<file path="config.mk">
export PLATFORM = sky130hd
export DESIGN_NAME = prog_loader
export DESIGN_NICKNAME = d
export VERILOG_FILES = /design/src/rtl/prog_loader_pkg.sv /design/src/rtl/prog_loader_word_assembler.sv /design/src/rtl/prog_loader.sv
export SDC_FILE = /design/constraint.sdc
export NUM_CORES = 1
export LEC_CHECK = 0
export BUFFER_PORTS_ARGS = -buffer_cell sky130_fd_sc_hd__buf_2
export CAP_MARGIN = 5
export CORE_MARGIN = 1
export CORE_UTILIZATION = 31
export CTS_CLUSTER_DIAMETER = 30
export DETAILED_ROUTE_END_ITERATION = 10
export SLEW_MARGIN = 20
export SYNTH_ARGS = -nofsm -noshare
export SYNTH_HDL_FRONTEND = slang
export SYNTH_SLANG_ARGS = --single-unit
</file>
<file path="constraint.sdc">
create_clock -name clk_i -period 5.6 [get_ports clk_i]
set_input_delay 1.68 -clock clk_i [delete_from_list [all_inputs] [get_ports clk_i]]
set_output_delay 1.68 -clock clk_i [all_outputs]
set_load 0.01 [all_outputs]
</file>
<file path="src/rtl/prog_loader_pkg.sv">
// prog_loader_pkg: shared definitions for the byte-stream program loader.
//   - frame command bytes
//   - loader FSM state encoding
//   - out-of-range helper for the 9-bit ADDR + item_index sum
package prog_loader_pkg;

  localparam logic [7:0] CMD_IMEM  = 8'h01;
  localparam logic [7:0] CMD_DMEM  = 8'h02;
  localparam logic [7:0] CMD_START = 8'h03;

  typedef enum logic [2:0] {
    IDLE,
    ADDR,
    COUNT,
    PAYLOAD,
    RUN
  } loader_state_t;

  // True when a 9-bit target address falls outside a memory of 'depth' entries.
  function automatic logic addr_oob(input logic [8:0] addr, input logic [31:0] depth);
    return {23'b0, addr} >= depth;
  endfunction

endpackage

</file>
<file path="src/rtl/prog_loader_word_assembler.sv">
// word_assembler: builds a little-endian 32-bit word from four stream bytes.
//   clk_i, rst_i   clock / synchronous active-high reset
//   byte_i         incoming byte
//   byte_vld_i     byte is consumed this cycle (word payload only)
//   lane_i         byte lane 0..3 of the current word
//   word_o         assembled word; valid in the cycle word_done_o is high
//   word_done_o    combinational pulse on the 4th byte of a word
module word_assembler (
  input  logic        clk_i,
  input  logic        rst_i,
  input  logic [7:0]  byte_i,
  input  logic        byte_vld_i,
  input  logic [1:0]  lane_i,
  output logic [31:0] word_o,
  output logic        word_done_o
);

  // Only the three earlier bytes need storage; the 4th byte is taken straight
  // from the input so the word is complete in the cycle it arrives.
  logic [23:0] shift_q, shift_d;

  always_comb begin
    shift_d = shift_q;
    if (byte_vld_i) shift_d = {byte_i, shift_q[23:8]};
  end

  always_ff @(posedge clk_i) begin
    if (rst_i) shift_q <= '0;
    else       shift_q <= shift_d;
  end

  assign word_o      = {byte_i, shift_q};
  assign word_done_o = byte_vld_i && (lane_i == 2'd3);

endmodule

</file>
<file path="src/rtl/prog_loader.sv">
// prog_loader: framed byte-stream loader for instruction and data memories.
//   Frames: CMD ADDR COUNT payload. 0x01 = COUNT words into imem at word index
//   ADDR, 0x02 = COUNT bytes into dmem at byte ADDR, 0x03 = start CPU (single
//   byte). Out-of-range items are consumed but not written and set err_o.
// Ports:
//   clk_i, rst_i              clock / synchronous active-high reset
//   rx_data_i/valid_i/ready_o byte stream (accepted on valid && ready)
//   imem_we_o/addr_o/data_o   registered one-cycle instruction word write
//   dmem_we_o/addr_o/data_o   registered one-cycle data byte write
//   start_o                   sticky CPU start
//   busy_o                    frame in progress
//   err_o                     sticky error (bad command or address overflow)
module prog_loader
  import prog_loader_pkg::*;
#(
  parameter int IMEM_DEPTH = 256,
  parameter int DMEM_DEPTH = 32,
  parameter int IAW        = $clog2(IMEM_DEPTH),
  parameter int DAW        = $clog2(DMEM_DEPTH)
) (
  input  logic           clk_i,
  input  logic           rst_i,
  input  logic [7:0]     rx_data_i,
  input  logic           rx_valid_i,
  output logic           rx_ready_o,
  output logic           imem_we_o,
  output logic [IAW-1:0] imem_addr_o,
  output logic [31:0]    imem_data_o,
  output logic           dmem_we_o,
  output logic [DAW-1:0] dmem_addr_o,
  output logic [7:0]     dmem_data_o,
  output logic           start_o,
  output logic           busy_o,
  output logic           err_o
);

  loader_state_t  state_q, state_d;
  logic           is_imem_q, is_imem_d;
  logic [7:0]     addr_q, addr_d;
  logic [7:0]     count_q, count_d;
  logic [7:0]     item_q, item_d;
  logic [1:0]     lane_q, lane_d;

  logic           imem_we_q, imem_we_d;
  logic [IAW-1:0] imem_addr_q, imem_addr_d;
  logic [31:0]    imem_data_q, imem_data_d;
  logic           dmem_we_q, dmem_we_d;
  logic [DAW-1:0] dmem_addr_q, dmem_addr_d;
  logic [7:0]     dmem_data_q, dmem_data_d;
  logic           start_q, start_d;
  logic           busy_q, busy_d;
  logic           err_q, err_d;

  logic           accept;
  logic           word_byte;
  logic           word_done;
  logic [31:0]    word;
  logic [8:0]     tgt_addr;
  logic           item_done;
  logic           item_last;

  assign rx_ready_o = !rst_i && (state_q != RUN);
  assign accept     = rx_valid_i && rx_ready_o;
  assign word_byte  = accept && (state_q == PAYLOAD) && is_imem_q;

  word_assembler u_asm (
    .clk_i       (clk_i),
    .rst_i       (rst_i),
    .byte_i      (rx_data_i),
    .byte_vld_i  (word_byte),
    .lane_i      (lane_q),
    .word_o      (word),
    .word_done_o (word_done)
  );

  // 9-bit sum so ADDR near the top of an 8-bit range is detected, not wrapped.
  assign tgt_addr  = {1'b0, addr_q} + {1'b0, item_q};
  assign item_done = is_imem_q ? word_done : accept;
  assign item_last = (item_q == count_q - 8'd1);

  always_comb begin
    state_d     = state_q;
    is_imem_d   = is_imem_q;
    addr_d      = addr_q;
    count_d     = count_q;
    item_d      = item_q;
    lane_d      = lane_q;
    imem_we_d   = 1'b0;
    imem_addr_d = imem_addr_q;
    imem_data_d = imem_data_q;
    dmem_we_d   = 1'b0;
    dmem_addr_d = dmem_addr_q;
    dmem_data_d = dmem_data_q;
    start_d     = start_q;
    err_d       = err_q;

    case (state_q)
      IDLE: begin
        if (accept) begin
          case (rx_data_i)
            CMD_IMEM: begin
              is_imem_d = 1'b1;
              state_d   = ADDR;
            end
            CMD_DMEM: begin
              is_imem_d = 1'b0;
              state_d   = ADDR;
            end
            CMD_START: begin
              start_d = 1'b1;
              state_d = RUN;
            end
            default: err_d = 1'b1;
          endcase
        end
      end
      ADDR: begin
        if (accept) begin
          addr_d  = rx_data_i;
          state_d = COUNT;
        end
      end
      COUNT: begin
        if (accept) begin
          count_d = rx_data_i;
          item_d  = '0;
          lane_d  = '0;
          state_d = (rx_data_i == 8'd0) ? IDLE : PAYLOAD;
        end
      end
      PAYLOAD: begin
        if (word_byte) lane_d = lane_q + 2'd1;
        if (item_done) begin
          if (is_imem_q) begin
            if (addr_oob(tgt_addr, 32'(IMEM_DEPTH))) begin
              err_d = 1'b1;
            end else begin
              imem_we_d   = 1'b1;
              imem_addr_d = tgt_addr[IAW-1:0];
              imem_data_d = word;
            end
          end else begin
            if (addr_oob(tgt_addr, 32'(DMEM_DEPTH))) begin
              err_d = 1'b1;
            end else begin
              dmem_we_d   = 1'b1;
              dmem_addr_d = tgt_addr[DAW-1:0];
              dmem_data_d = rx_data_i;
            end
          end
          item_d = item_q + 8'd1;
          if (item_last) state_d = IDLE;
        end
      end
      RUN: start_d = 1'b1;
      default: state_d = IDLE;
    endcase

    busy_d = (state_d == ADDR) || (state_d == COUNT) || (state_d == PAYLOAD);
  end

  always_ff @(posedge clk_i) begin
    if (rst_i) begin
      state_q     <= IDLE;
      is_imem_q   <= 1'b0;
      addr_q      <= '0;
      count_q     <= '0;
      item_q      <= '0;
      lane_q      <= '0;
      imem_we_q   <= 1'b0;
      imem_addr_q <= '0;
      imem_data_q <= '0;
      dmem_we_q   <= 1'b0;
      dmem_addr_q <= '0;
      dmem_data_q <= '0;
      start_q     <= 1'b0;
      busy_q      <= 1'b0;
      err_q       <= 1'b0;
    end else begin
      state_q     <= state_d;
      is_imem_q   <= is_imem_d;
      addr_q      <= addr_d;
      count_q     <= count_d;
      item_q      <= item_d;
      lane_q      <= lane_d;
      imem_we_q   <= imem_we_d;
      imem_addr_q <= imem_addr_d;
      imem_data_q <= imem_data_d;
      dmem_we_q   <= dmem_we_d;
      dmem_addr_q <= dmem_addr_d;
      dmem_data_q <= dmem_data_d;
      start_q     <= start_d;
      busy_q      <= busy_d;
      err_q       <= err_d;
    end
  end

  assign imem_we_o   = imem_we_q;
  assign imem_addr_o = imem_addr_q;
  assign imem_data_o = imem_data_q;
  assign dmem_we_o   = dmem_we_q;
  assign dmem_addr_o = dmem_addr_q;
  assign dmem_data_o = dmem_data_q;
  assign start_o     = start_q;
  assign busy_o      = busy_q;
  assign err_o       = err_q;

endmodule

</file>
---- Word-level counts from Yosys, hierarchy flattened ----
Index checks and enable logic that the tools add are counted.
word-level totals
  memories ................................ 0
  latch bits .............................. 0
  output and inout bits ................... 59
  ROM bits ................................ 0
  flip-flop bits (word level) ............. 112
  memory bits (writable) .................. 0
  bits of input ports ..................... 11
  logic and storage cells ................. 103
operators by class
  multipliers ............................. 0
  multiplexer cells ....................... 28
  div/mod/pow operators ................... 0
  eq/ne operators ......................... 21
  reduce and logical (&&, ||, !) cells .... 27
  shift operators ......................... 0
  magnitude comparators ................... 2
  bitwise operators ....................... 5
  add/sub/neg operators ................... 4
operators with widths
  kind                   number
  $eq A8 B2 Y1 const B   2
  $mux W8                2
  $pmux W8 S2            1
  $mux W3                5
  $pmux W3 S5            1
  $eq A3 B2 Y1 const B   4
  $reduce_and A3 Y1      4
  $mux W1                11
  $ne A2 B2 Y1 const B   5
  $add A8 B8 Y9          1
  $ge A9 B6 Y1 const B   1
  $ge A9 B9 Y1 const B   1
  $add A8 B1 Y8 const B  1
  $eq A8 B1 Y1 const B   1
  $eq A8 B8 Y1           1
  $logic_not A8 Y1       1
  $reduce_and A4 Y1      2
  $reduce_bool A2 Y1     4
  $reduce_or A4 Y1       2
  $sub A8 B1 Y8 const B  1
  $eq A3 B1 Y1 const B   2
  $mux W2                3
  $ne A3 B2 Y1 const B   2
  $pmux W1 S2            3
  16 further kinds       26

---- Depth between registers and ports, before layout ----
Gate-level depths: netlist of run 1.
  depth after elaboration ................. 12
  gate-level depth with buffers ........... 12
  mapped depth without buffers ............ 10

---- Modules after synthesis ----
Synthesis of run 1 repeated with hierarchy kept, for this count alone.
unflattened totals
  cells, all modules ...................... 541
  area, all modules ....................... 4,977.3 um^2
modules (own cells, without submodules)
  module          cells each  times used  seq. area each (um^2)  area an instance (um^2)
  prog_loader     455         1           1,761.7                4,040.1
  word_assembler  86          1           480.5                  937.1

---- Worst setup path before layout of run 1 ----
OpenSTA, ideal clock, no wires.
  path type ............................... in2out
  start point ............................. in rst_i
  end point ............................... out rx_ready_o
  data arrival time ....................... 2.046 ns
  cell stages on the path ................. 2
  setup slack ............................. 1.874 ns
  data required time ...................... 3.920 ns
  path through ............................ clkbuf_1 -> a21oi_1
between the ends
  longest elaborated chain between the ends .. 2
RTL lines
  element              line               RTL
  start, declared      prog_loader.sv:22  input logic rst_i,
  $logic_not A1 Y1     prog_loader.sv:62  assign rx_ready_o = !rst_i && (state_q != RUN);
  $logic_and A1 B1 Y1  prog_loader.sv:62
  end, declared        prog_loader.sv:25  output logic rx_ready_o,
Every way passes these cells.

---- Worst setup path in the final report of run 1 ----
Ends and elaborated chain as after synthesis.

==> impl_metrics.json, run 1 <==
{
  "synth_adder_area_share_pct": 3.280,
  "post_cts_buffers": 0,
  "yosys_warning_total": 0,
  "mappedNetlistNets": 612,
  "area_delta_synth_final_pct": 15.28,
  "max_clock_freq_ghz": 0.2589,
  "postSynthRegisterBits": 112,
  "worst-path-buf-inv": 2,
  "peak_supply_drop_v": 0.0001604,
  "max-slew-margin-rel_pct": 34.70,
  "htree_num_levels": 3,
  "path_max_fanout": 14,
  "synth_top_family_by_area": "simple AND/OR/NAND/NOR gates",
  "design.core.area_um2": 15150,
  "num_vias": 4171,
  "netlist_area_um2": 4807,
  "synth-seq-area-share_pct": 46.64,
  "dominantRegCellSynth": "sky130_fd_sc_hd__dfxtp_1",
  "synth_mux_area_share_pct": 1.900,
  "tightest_slew_ns": 0.9795,
  "synth_compound_gate_area_share_pct": 17.91,
  "critical_r2r_launch": "item_q[0]",
  "synth_xor_xnor_area_share_pct": 3.280,
  "num_io_pins": 70,
  "grt_setup_unrepaired": "no",
  "via_count_of_the_first_global_routing_pass": 3768,
  "rrSetupSlack_ns": 2.30,
  "clk-insertion-delay-late_ns": 0.35,
  "min_delay_worst_endpoint": "imem_data_o[4]",
  "postSynthCellCount": 589,
  "outcome": "complete, no violations",
  "layout.cells.most_common": "sky130_fd_sc_hd__nand2_1",
  "routabilityCongestion": 0.8312,
  "worst_path_required_time_ns": 3.92,
  "postRouteAntennaNets": 0,
  "synth_cell_types": 55,
  "grt_util_met1_pct": 21.34,
  "floorplan_row_count": 45,
  "die_height_um": 126.5,
  "slowest_delay_ns": 0.17,
  "hp-start": "imem_data_o[4]",
  "routedWlPerCell_um": 14.64,
  "synth-async-reset-ratio_pct": 0,
  "dieWidth_um": 126.5,
  "grt-ovfl-total": 0,
  "startpoint": "rst_i",
  "path_delay_family": "buffers and inverters",
  "drc": 0,
  "post_cts_resize_count": 0,
  "simple_gate_area_share_of_the_yosys_netlist_pct": 22.46,
  "tritoncts_clock_tree": "done",
  "min_period_ns": 3.862,
  "worstHoldPathCells": 2,
  "final_min_period_over_clock_period_pct": 68.97,
  "ctsLongestPathBuffers": 2,
  "critical_path_cell_sequence": "buf_4, a21oi_1, buf_2",
  "tritoncts.num_buffers": 9,
  "worstReg2RegEnd": "imem_addr_o[1]",
  "num-fill-cells": 1613,
  "insertedDiodeCount": 0,
  "grt_busiest_layer": "met2",
  "drt_first_pass_iters": 4,
  "global_route_wire_length_before_repair_mm": 19.61,
  "report.final.hold_viol_count": 0,
  "initialDrtViolationCount": 304,
  "drive_gt1_share_pct": 15.31,
  "tns_ns": 0,
  "timing.hold.worst.class": "flop to flop",
  "syn-mean-instance-area_um2": 8.161,
  "yosys-top-cells-area": "sky130_fd_sc_hd__dfxtp_1 47%, sky130_fd_sc_hd__nand2_1 11%, sky130_fd_sc_hd__a21oi_1 9.9%",
  "fin_skew_ns": 0.008243,
  "global_route.usage.met2_pct": 24.73,
  "timing.critical_path.arrival_ns": 2.18,
  "timing_worst_setup_path_type": "input port to output port",
  "synth.largest_area_cell": "sky130_fd_sc_hd__dfxtp_1",
  "clockRootBuffer": "sky130_fd_sc_hd__clkbuf_16",
  "vias_per_cell": 5.037,
  "total_die_area_um2": 16010,
  "grt_antenna_before_repair": 0,
  "power.density_cell_area_nw_per_um2": 266.9,
  "cts_hold_buffers": 0,
  "crit_path_top_delay_cell": "sky130_fd_sc_hd__buf_4",
  "number_of_synthesized_flops_with_an_enable_pin": 0,
  "timing_max_transition_violations_final": 0,
  "ff2ff_path_depth": 10,
  "clkSinkCount": 112,
  "leakagePower_nw": 2.163,
  "final_hpwl_dp_mm": 8.210,
  "grtUsageMet3_pct": 2.826,
  "clk_pin_slew_ns": 0.07,
  "cap_viol_max_count": 0,
  "cp-end-kind": "output port",
  "synthDominantCellAreaShare_pct": 46.64,
  "finalCoreUtilization_pct": 36.59,
  "finish.net_count": 659,
  "grt.total_usage_pct": 15.38,
  "worst_setup_path_start_kind": "input port",
  "io_buffer_count": 69,
  "initial_core_util_pct": 31.74,
  "grt_start_max_net_pins": 94,
  "wirelength_mm": 12.12,
  "report.final.setup_viol": 0,
  "most_frequent_cells_in_the_layout": "146 x sky130_fd_sc_hd__nand2_1, 112 x sky130_fd_sc_hd__dfxtp_1, 95 x sky130_fd_sc_hd__a21oi_1"
}
-- cell type report --
cell class	instances	area [µm²]	share of cell area, %
multi-input combinational	430	2347	42.36
sequential	112	2242	40.46
timing repair buffer	74	385.4	6.954
clock buffer	11	242.7	4.380
tap	188	235.2	4.245
clock inverter	4	55.05	0.9935
inverter	9	33.78	0.6096
-- routing by layer --
metal,routed length (µm),up-vias
met5,0,-
met4,66,0
met3,526,11
met2,5661,87
met1,5865,1961
li1,-,2112
-- worst max path at each step --
stage | slack [ns] | cells after the start | endpoint
after global placement | 1.44 | 9 | imem_addr_o[1]
final | 1.74 | 3 | rx_ready_o
after detailed placement | 1.37 | 9 | imem_addr_o[1]
after global routing | 1.44 | 9 | imem_addr_o[1]
after CTS | 1.73 | 9 | imem_addr_o[1]
after floorplan | 1.87 | 2 | rx_ready_o
-- sequential cells by signal, summed over array words and instances, names as in the netlist, 2 cells and up --
register / count
imem_data_o: 32
u_asm.shift_q: 24
addr_q: 8
count_q: 8
dmem_data_o: 8
imem_addr_o: 8
item_q: 8
dmem_addr_o: 5
state_q: 3
lane_q: 2
-- worst min-delay path, stage by stage (launching register included) --
cell,delay [ns]
sky130_fd_sc_hd__dfxtp_1,0.31
sky130_fd_sc_hd__nand2_1,0.05
sky130_fd_sc_hd__a21oi_1,0.05
-- power by group --
group	internal, W	total, W	switching [W]
registers	0.000797	0.000797	0.000000796
clock network	0.000359	0.000645	0.000287
logic	0.00000771	0.0000364	0.0000287
-- metrics by stage --
step / setup WS [ns] / power [W] / area, µm² / hold slack [ns] / instances
floorplan: 1.874 / 0.0008347 / 4807 / 0.4321 / 589
global placement: 1.436 / 0.0008525 / 5244 / 0.4389 / 813
detailed placement: 1.369 / 0.0008522 / 5244 / 0.4434 / 813
CTS: 1.727 / 0.001492 / 5542 / 0.4529 / 828
global route: 1.444 / 0.001524 / 5542 / 0.4637 / 828
finish: 1.738 / 0.001479 / 5542 / 0.4515 / 828
-- cell usage after synthesis (4+ instances only) --
| cell type | number |
|---|---|
| sky130_fd_sc_hd__nand4_1 | 6 |
| sky130_fd_sc_hd__buf_2 | 9 |
| sky130_fd_sc_hd__dfxtp_1 | 112 |
| sky130_fd_sc_hd__nand2_1 | 146 |
| sky130_fd_sc_hd__clkbuf_1 | 24 |
| sky130_fd_sc_hd__inv_1 | 8 |
| sky130_fd_sc_hd__xor2_1 | 9 |
| sky130_fd_sc_hd__o211ai_1 | 5 |
| sky130_fd_sc_hd__nand3_1 | 26 |
| sky130_fd_sc_hd__ha_1 | 11 |
| sky130_fd_sc_hd__nand2b_1 | 8 |
| sky130_fd_sc_hd__a21o_1 | 5 |
| sky130_fd_sc_hd__xnor2_1 | 9 |
| sky130_fd_sc_hd__nor3_1 | 5 |
| sky130_fd_sc_hd__a21oi_1 | 95 |
| sky130_fd_sc_hd__a211oi_1 | 4 |
| sky130_fd_sc_hd__mux2i_1 | 8 |
| sky130_fd_sc_hd__o21ai_0 | 18 |
| sky130_fd_sc_hd__nor2_1 | 29 |
-- cell families after synthesis --
kind of cell | Yosys count
AO/OA/AOI/OAI | 147
XOR/XNOR | 18
flip-flops | 112
multiplexers | 9
buffers and inverters | 47
adder cells (fa/ha/maj) | 12
AND/OR/NAND/NOR | 244
Note: power is estimated with default switching activity, not from simulation.
==> run 2, diff against run 1 <==
- clock period: 5.6 -> 3.3 ns (I/O delays scaled with it)
==> run 2 against run 1 <==
  * Setup slack got worse by 1.2 ns
  * Critical path depth rose by 7
  * Clock power rose by 67%
  * Highest routed layer unchanged
  * Sequential share of layout area fell by 0.21 points
  * Cell area rose by 0.52%
==> impl_metrics.json, run 2 (same netlist as run 1, synthesis figures left out) <==
{
  "drt-met1-wl_mm": 5.528,
  "whs_ns": 0.4518,
  "peak_supply_drop_v": 0.0002749,
  "die_height_um": 126.5,
  "drc": 0,
  "grt_start_max_net_pins": 86,
  "max_clock_freq_ghz": 0.3628,
  "met3RoutedLength_um": 683,
  "post_cts_resize_count": 0,
  "layout.cells.most_common": "sky130_fd_sc_hd__nand2_1",
  "path_max_fanout": 39,
  "sw_ratio_pct": 21.60,
  "insertedDiodeCount": 0,
  "timing_max_transition_violations_final": 0,
  "via_count_of_the_first_global_routing_pass": 3833,
  "area_delta_synth_final_pct": 15.88,
  "postRouteAntennaNets": 0,
  "final_hpwl_dp_mm": 8.510,
  "cp-end-kind": "flop",
  "floorplan_row_count": 45,
  "finish.net_count": 664,
  "worst_path_required_time_ns": 3.56,
  "report.final.setup_viol": 0,
  "grt.total_usage_pct": 15.55,
  "rrSetupSlack_ns": 0.54,
  "stdcell_count": 834,
  "clockRootBuffer": "sky130_fd_sc_hd__clkbuf_16",
  "top_signal_layer_used": "met4",
  "hp-start": "imem_data_o[2]",
  "largest_register_ff_count": 32,
  "final_min_period_over_clock_period_pct": 83.53,
  "timing.hold.worst.class": "flop to flop",
  "tritoncts_clock_tree": "done",
  "power.sequential.fraction_pct": 54.3,
  "design.core.area_um2": 15150,
  "fin_skew_ns": 0.01232,
  "initialDrtViolationCount": 328,
  "cap_viol_max_count": 0,
  "power_spent_charging_and_discharging_nets_w": 0.0005386,
  "io_buffer_count": 69,
  "power.density_cell_area_nw_per_um2": 447.6,
  "total_die_area_um2": 16010,
  "report.final.hold_viol_count": 0,
  "clkSinkCount": 112,
  "p_int_w": 0.001955,
  "dp_cell_count": 818,
  "wirelength_mm": 12.22,
  "met2_length_mm": 5.894,
  "max-slew-margin-rel_pct": 41.58,
  "clk_pin_slew_ns": 0.07,
  "tns_ns": 0,
  "grt_setup_unrepaired": "no",
  "worstReg2RegEnd": "imem_addr_o[1]",
  "htree_num_levels": 3,
  "timing_worst_setup_path_type": "flop to flop",
  "most_frequent_cells_in_the_layout": "146 x sky130_fd_sc_hd__nand2_1, 112 x sky130_fd_sc_hd__dfxtp_1, 95 x sky130_fd_sc_hd__a21oi_1",
  "ctsLongestPathBuffers": 2,
  "vias_per_cell": 4.975,
  "num_io_pins": 70,
  "post_cts_buffers": 0,
  "routabilityCongestion": 0.8405,
  "drive_gt1_share_pct": 15.94,
  "tritoncts.num_buffers": 9,
  "initial_core_util_pct": 31.74,
  "outcome": "complete, no violations",
  "num_vias": 4149,
  "routedWlPerCell_um": 14.65,
  "comb_power_share_pct": 2.5,
  "critical_r2r_launch": "item_q[0]",
  "leakagePower_nw": 2.187,
  "grt_antenna_before_repair": 0,
  "tightest_slew_ns": 0.8762,
  "total_power_w": 0.002493,
  "dieWidth_um": 126.5,
  "global_route_wire_length_before_repair_mm": 19.78,
  "num-fill-cells": 1598,
  "min_delay_worst_endpoint": "imem_data_o[2]",
  "min_period_ns": 2.756,
  "worstHoldPathCells": 2,
  "ff2ff_path_depth": 10,
  "drt_first_pass_iters": 5,
  "cts_hold_buffers": 0,
  "worst_setup_path_start_kind": "flop",
  "finalCoreUtilization_pct": 36.78,
  "clock_power_share_pct": 43.3,
  "clk-insertion-delay-late_ns": 0.35,
  "timing.critical_path.arrival_ns": 3.02,
  "grt-ovfl-total": 0
}
==> run 2: cell count changes in the layout (fill, tap and decap cells not counted), sizes merged <==
| cell | delta |
|---|---|
| buf | +5 |
| inv | +1 |
==> run 2: power by group through the flow <==
stage               registers [W]  clock network (W)  logic [W]
floorplan                 0.00138                  0  0.0000317
global placement          0.00138                  0  0.0000617
detailed placement        0.00138                  0  0.0000614
finish                    0.00135            0.00108  0.0000617
CTS                       0.00135            0.00111  0.0000617
global route              0.00135            0.00116  0.0000658
==> run 2: cell type report <==
| cell class | instances | area (µm²) | area share [%] |
|---|---|---|---|
| clock buffers | 11 | 232.7 | 4.178 |
| clock inverters | 5 | 56.30 | 1.011 |
| inverters | 9 | 33.78 | 0.6065 |
| multi-input cells | 430 | 2347 | 42.14 |
| flip-flops and latches | 112 | 2242 | 40.25 |
| well taps | 188 | 235.2 | 4.223 |
| repair buffers | 79 | 422.9 | 7.592 |
==> run 2: worst max-delay path by stage <==
stage / startpoint / end / slack [ns] / cells past startpoint
final: item_q[0] / imem_addr_o[1] / 0.54 / 10
after global routing: item_q[0] / imem_data_o[10] / 0.27 / 10
after CTS: item_q[0] / imem_addr_o[1] / 0.52 / 10
after detailed placement: item_q[0] / imem_addr_o[1] / 0.55 / 10
after global placement: rst_i / busy_o / 0.54 / 7
after floorplan: rst_i / dmem_addr_o[0] / 0.95 / 8
==> run 2: layer usage <==
layer	GRT usage, %	vias up
met5	0	-
met4	3.898	0
met3	3.079	10
met2	26.03	100
met1	20.49	1919
li1	-	2120
==> run 2: through the flow <==
stage	instance area [µm²]	setup slack, ns
finish	5570	0.5436
detailed placement	5281	0.5504
floorplan	4807	0.9496
global placement	5281	0.5437
global route	5570	0.2682
CTS	5570	0.5233
==> run 2: worst max-delay path: stages, from the launching register on <==
cell and delay (ns):
sky130_fd_sc_hd__dfxtp_1 0.40, sky130_fd_sc_hd__ha_1 0.25, sky130_fd_sc_hd__inv_1 0.08, sky130_fd_sc_hd__fa_1 0.19
sky130_fd_sc_hd__nand2b_1 0.15, sky130_fd_sc_hd__a21oi_2 0.09, sky130_fd_sc_hd__o41ai_4 0.46, sky130_fd_sc_hd__nand3_4 0.23
sky130_fd_sc_hd__inv_2 0.52, sky130_fd_sc_hd__nor2_1 0.08, sky130_fd_sc_hd__a211oi_1 0.21
